## config.mk

```make
export PLATFORM = sky130hd
export DESIGN_NAME = prio_arbiter
export DESIGN_NICKNAME = d
export VERILOG_FILES = /design/src/rtl/prio_arbiter.sv
export SDC_FILE = /design/constraint.sdc
export NUM_CORES = 1
export LEC_CHECK = 0
export CAP_MARGIN = 15
export CORE_MARGIN = 2
export CORE_UTILIZATION = 55
export CTS_BUF_LIST = sky130_fd_sc_hd__clkbuf_4 sky130_fd_sc_hd__clkbuf_8
export CTS_CLUSTER_SIZE = 16
export DETAILED_ROUTE_END_ITERATION = 16
export DONT_BUFFER_PORTS = 1
export GPL_TIMING_DRIVEN = 0
export PLACE_DENSITY = 0.7
export REMOVE_ABC_BUFFERS = 1
export SLEW_MARGIN = 0
export SYNTH_ARGS = -nofsm -noshare
export SYNTH_HDL_FRONTEND = slang
export SYNTH_SLANG_ARGS = --single-unit
```

## constraint.sdc

```tcl
create_clock -name clk -period 2.9 [get_ports clk]
set_input_delay 0.435 -clock clk [delete_from_list [all_inputs] [get_ports clk]]
set_output_delay 0.435 -clock clk [all_outputs]
set_load 0.005 [all_outputs]
```

## src/rtl/prio_arbiter.sv

```systemverilog
// Registered N-way priority arbiter with fixed-priority and round-robin policies.
// Each grant is held (valid/ready) until the consumer accepts it.
`timescale 1ns/1ps
module prio_arbiter #(
    parameter int N = 8,
    parameter int W = $clog2(N)
) (
    input  logic         clk,
    input  logic         rst_n,
    input  logic [N-1:0] req,
    input  logic         mode,
    input  logic         gnt_ready,
    output logic         gnt_valid,
    output logic [W-1:0] gnt_idx,
    output logic [N-1:0] gnt_oh
);

    typedef enum logic [0:0] {
        ST_IDLE  = 1'b0,
        ST_GRANT = 1'b1
    } state_t;

    localparam logic [W-1:0] LAST_IDX = W'(N - 1);
    localparam logic [N-1:0] ONE_OH   = {{(N-1){1'b0}}, 1'b1};

    state_t         state_r;
    logic [W-1:0]   ptr_r;
    logic [W-1:0]   ptr_next_s;
    logic [W-1:0]   base_s;
    logic           accept_s;
    logic           win_found_s;
    logic [W-1:0]   win_idx_s;
    logic [N-1:0]   win_oh_s;

    // Descending search with wrap from 'start': the highest set bit at or below
    // 'start' wins; failing that, the highest set bit above it. Returns {found, idx}.
    function automatic logic [W:0] pick_winner(input logic [N-1:0] r,
                                               input logic [W-1:0] start);
        logic         lo_found;
        logic         any_found;
        logic [W-1:0] lo_idx;
        logic [W-1:0] any_idx;
        lo_found  = 1'b0;
        any_found = 1'b0;
        lo_idx    = {W{1'b0}};
        any_idx   = {W{1'b0}};
        for (int i = 0; i < N; i++) begin
            if (|(r & (ONE_OH << i))) begin
                any_found = 1'b1;
                any_idx   = W'(i);
                if (W'(i) <= start) begin
                    lo_found = 1'b1;
                    lo_idx   = W'(i);
                end else begin
                    lo_found = lo_found;
                end
            end else begin
                any_found = any_found;
            end
        end
        if (lo_found) begin
            return {1'b1, lo_idx};
        end else begin
            return {any_found, any_idx};
        end
    endfunction

    // Next pointer and winner; fixed priority is a search that always starts at N-1.
    always_comb begin
        accept_s   = (state_r == ST_GRANT) && gnt_ready;
        ptr_next_s = ptr_r;
        if (accept_s && mode) begin
            if (gnt_idx == {W{1'b0}}) begin
                ptr_next_s = LAST_IDX;
            end else begin
                ptr_next_s = gnt_idx - W'(1);
            end
        end else begin
            ptr_next_s = ptr_r;
        end
        if (mode) begin
            base_s = ptr_next_s;
        end else begin
            base_s = LAST_IDX;
        end
        {win_found_s, win_idx_s} = pick_winner(req, base_s);
        win_oh_s = ONE_OH << win_idx_s;
    end

    // Grant state machine with registered outputs and round-robin pointer.
    always_ff @(posedge clk or negedge rst_n) begin
        if (!rst_n) begin
            state_r   <= ST_IDLE;
            ptr_r     <= LAST_IDX;
            gnt_valid <= 1'b0;
            gnt_idx   <= {W{1'b0}};
            gnt_oh    <= {N{1'b0}};
        end else begin
            case (state_r)
                ST_IDLE: begin
                    if (win_found_s) begin
                        state_r   <= ST_GRANT;
                        gnt_valid <= 1'b1;
                        gnt_idx   <= win_idx_s;
                        gnt_oh    <= win_oh_s;
                    end
                end
                ST_GRANT: begin
                    // Grant is sticky until accepted; a new winner follows with no bubble.
                    if (gnt_ready) begin
                        ptr_r <= ptr_next_s;
                        if (win_found_s) begin
                            gnt_idx <= win_idx_s;
                            gnt_oh  <= win_oh_s;
                        end else begin
                            state_r   <= ST_IDLE;
                            gnt_valid <= 1'b0;
                            gnt_idx   <= {W{1'b0}};
                            gnt_oh    <= {N{1'b0}};
                        end
                    end
                end
                default: begin
                    state_r   <= ST_IDLE;
                    gnt_valid <= 1'b0;
                    gnt_idx   <= {W{1'b0}};
                    gnt_oh    <= {N{1'b0}};
                end
            endcase
        end
    end

endmodule

```

==> impl_metrics.ini <==
[run_status]
status = finished, final reports clean

[grt]
grt_max_degree = 17
grt_overflow = 0
antenna_found_initial = 0
grtUsageTotal = 0.236
grt_pass1_vias = 1045
grt_pass1_wl_um = 4530

[critical_path]
endpoint_kind = flop
rr_endpoint = gnt_oh[5]$_DFFE_PN0P_
crit_required_ns = 3.06
crit_fanout = 6
arrival_ns = 3.01
crit_type = flop to flop
critPathLaunch = gnt_idx[0]$_DFFE_PN0P_
reg2reg_depth = 11
crit_end = gnt_oh[5]$_DFFE_PN0P_
rr_startpoint = gnt_idx[0]$_DFFE_PN0P_
startpoint_type = flop
rrSetupSlack_ns = 0.06

[synthesis]
syn-cell-area_mm2 = 0.00111
ys.flop_type = dfrtp_1
synth_seq_cells = 16
synth_edf_count = 0
synthArstFlopShare = 1.00
seq_area_frac_synth = 0.364
synth_cell_type_count = 49
syn-instance-count = 117
ys.warnings.count = 0
avgSynthCellArea_um2 = 9.49

[pwr]
leakage_uw = 0.000527
ir_drop_uv = 457
power_uw = 853
power.density_mw_per_mm2 = 661

[placed_design]
dp.final_hpwl_um = 1940
place_congestion = 0.865
place_ws_ns = -0.0947
io_buffers = 0

[clock_tree]
root_buffer = clkbuf_4
htreeDepth = 1
tritoncts = done
clock_path_buffers = 2
numCtsBuffers = 3
cts_sinks = 16
path_clk_slew_ns = 0.09
clkLatencyLatePin_ns = 0.27

[drt]
drc_errors = 0
drt-initial-drc-count = 32
wirelength_um = 3000
drt-vias-per-instance = 6.86
vias = 1042
avgRoutedWirePerCell_um = 19.7
ant_nets = 0
drt-pass1-iter-count = 5

[sta]
period_share = 0.980
slew_headroom = 0.294
finalSetupTns_ns = 0
worstMarginPinSlew_ns = 1.05
finalCriticalPeriod_ns = 2.84
finalClockSkew_ns = 0.00385
maxSlewViolCount = 0
fin_ws_ns = 0.0591
finalSetupViolCount = 0
fmax_mhz = 352
finalHoldViolCount = 0

[die]
die_h_um = 48.9
row_count = 16
dieArea_mm2 = 0.00239
io_pins = 24
fp.dieW_um = 48.9
start_util = 0.572
core_area_mm2 = 0.00194

[finish]
drive_gt1_frac = 0.296
fillCellCount = 165
synthToLayoutAreaGrowth_pct = 16.3
diodes = 0
finalNetCount = 140

[job]
max_cap_violations = 0

[hold_path]
min_path_type = input port to flop
hold_depth = 2
-- area by class of cell --
type	count	area [µm²]	share of cell area
flip-flops and latches	16	405	0.314
well taps	27	33.8	0.0262
inverters	5	18.8	0.0145
clock buffers	4	30.0	0.0233
multi-input cells	94	756	0.585
repair buffers	6	47.5	0.0368
-- synthesized netlist by cell type (3+ instances only) --
library cell  count  area (µm²)
or2_2             3        18.8
a32o_1            4        40.0
nand2_1          12        45.0
nor2_1           10        37.5
nor3_1            3        15.0
a21oi_1           5        25.0
o21ai_0           4        20.0
o21ai_1           3        15.0
dfstp_2           3        78.8
dfrtp_1          13         325
inv_1             5        18.8
o211ai_1          3        22.5
o41ai_1           4        35.0
-- state kept, by name (all words and copies together), names as in the netlist --
| register | count |
|---|---|
| gnt_oh | 8 |
| gnt_valid | 1 |
| ptr_r | 3 |
| state_r | 1 |
| gnt_idx | 3 |
-- how the worst min path moves through the flow --
stage	from	end	slack (ns)
4_1_cts	gnt_ready	gnt_valid$_DFFE_PN0P_	0.33
3_3_place_gp	rst_n	gnt_valid$_DFFE_PN0P_	0.14
5_1_grt	gnt_ready	gnt_idx[1]$_DFFE_PN0P_	0.32
2_1_floorplan	rst_n	gnt_idx[0]$_DFFE_PN0P_	0.14
3_5_place_dp	rst_n	gnt_valid$_DFFE_PN0P_	0.14
6_report	gnt_ready	gnt_idx[1]$_DFFE_PN0P_	0.33
-- layout by cell type, fill, tap and decap left out, types with 3 or more instances in the layout --
| cell | netlist | final |
|---|---|---|
| inv_1 | 5 | 5 |
| o211ai_1 | 3 | 3 |
| a32o_1 | 4 | 4 |
| o21ai_1 | 3 | 3 |
| dfstp_2 | 3 | 3 |
| a21oi_1 | 5 | 5 |
| dfrtp_1 | 13 | 12 |
| nand2_1 | 12 | 12 |
| buf_4 | 1 | 5 |
| nor3_1 | 3 | 3 |
| o21ai_0 | 4 | 4 |
| clkbuf_4 | 0 | 4 |
| o41ai_2 | 0 | 4 |
| or2_2 | 3 | 3 |
| nor2_1 | 10 | 10 |
-- per-layer routing --
layer / global-route usage / share of wire
met2: 0.406 / 0.50
met1: 0.290 / 0.39
met4: 0.0905 / 0.026
met3: 0.0460 / 0.083
met5: 0 / 0
-- where the power goes --
| part | internal (µW) | switching (µW) |
|---|---|---|
| clock network | 62.6 | 63.5 |
| logic | 174 | 213 |
| registers | 285 | 54.9 |
-- through the flow --
step                       util  std cells  hold slack (ns)  cell area, µm²
after floorplan               -        114            0.139            1090
after global placement    0.577        141            0.140            1120
after detailed placement  0.577        141            0.140            1120
after CTS                 0.606        148            0.335            1180
after global routing      0.665        152            0.321            1290
final                     0.665        152            0.331            1290
-- cell families (layout without fill, tap and decap cells) --
group,after synthesis,after routing,synth area share
adder cells (fa/ha/maj),2,2,0.0225
AO/OA/AOI/OAI,45,45,0.339
AND/OR/NAND/NOR,45,45,0.216
buffers and inverters,8,15,0.0372
flip-flops,16,16,0.364
multiplexers,1,2,0.0203
-- critical path: stages, from the launching register on --
cell and delay [ns]:
dfrtp_2 0.44, inv_1 0.07, ha_1 0.23, ha_4 0.18
nand2b_1 0.15, or2_1 0.23, o21a_1 0.16, o311ai_4 0.37
a222oi_1 0.12, buf_4 0.19, or2_4 0.26, o41ai_2 0.33
-- timing repair --
action	CTS	global route
pin swaps	1	3
cloned	0	1
setup endpoints to repair	8	10
buffers inserted	2	3
hold buffers	1	0
endpoints found under the hold margin	16	0
resized for setup	0	13
Note: power is estimated with default switching activity, not from simulation.
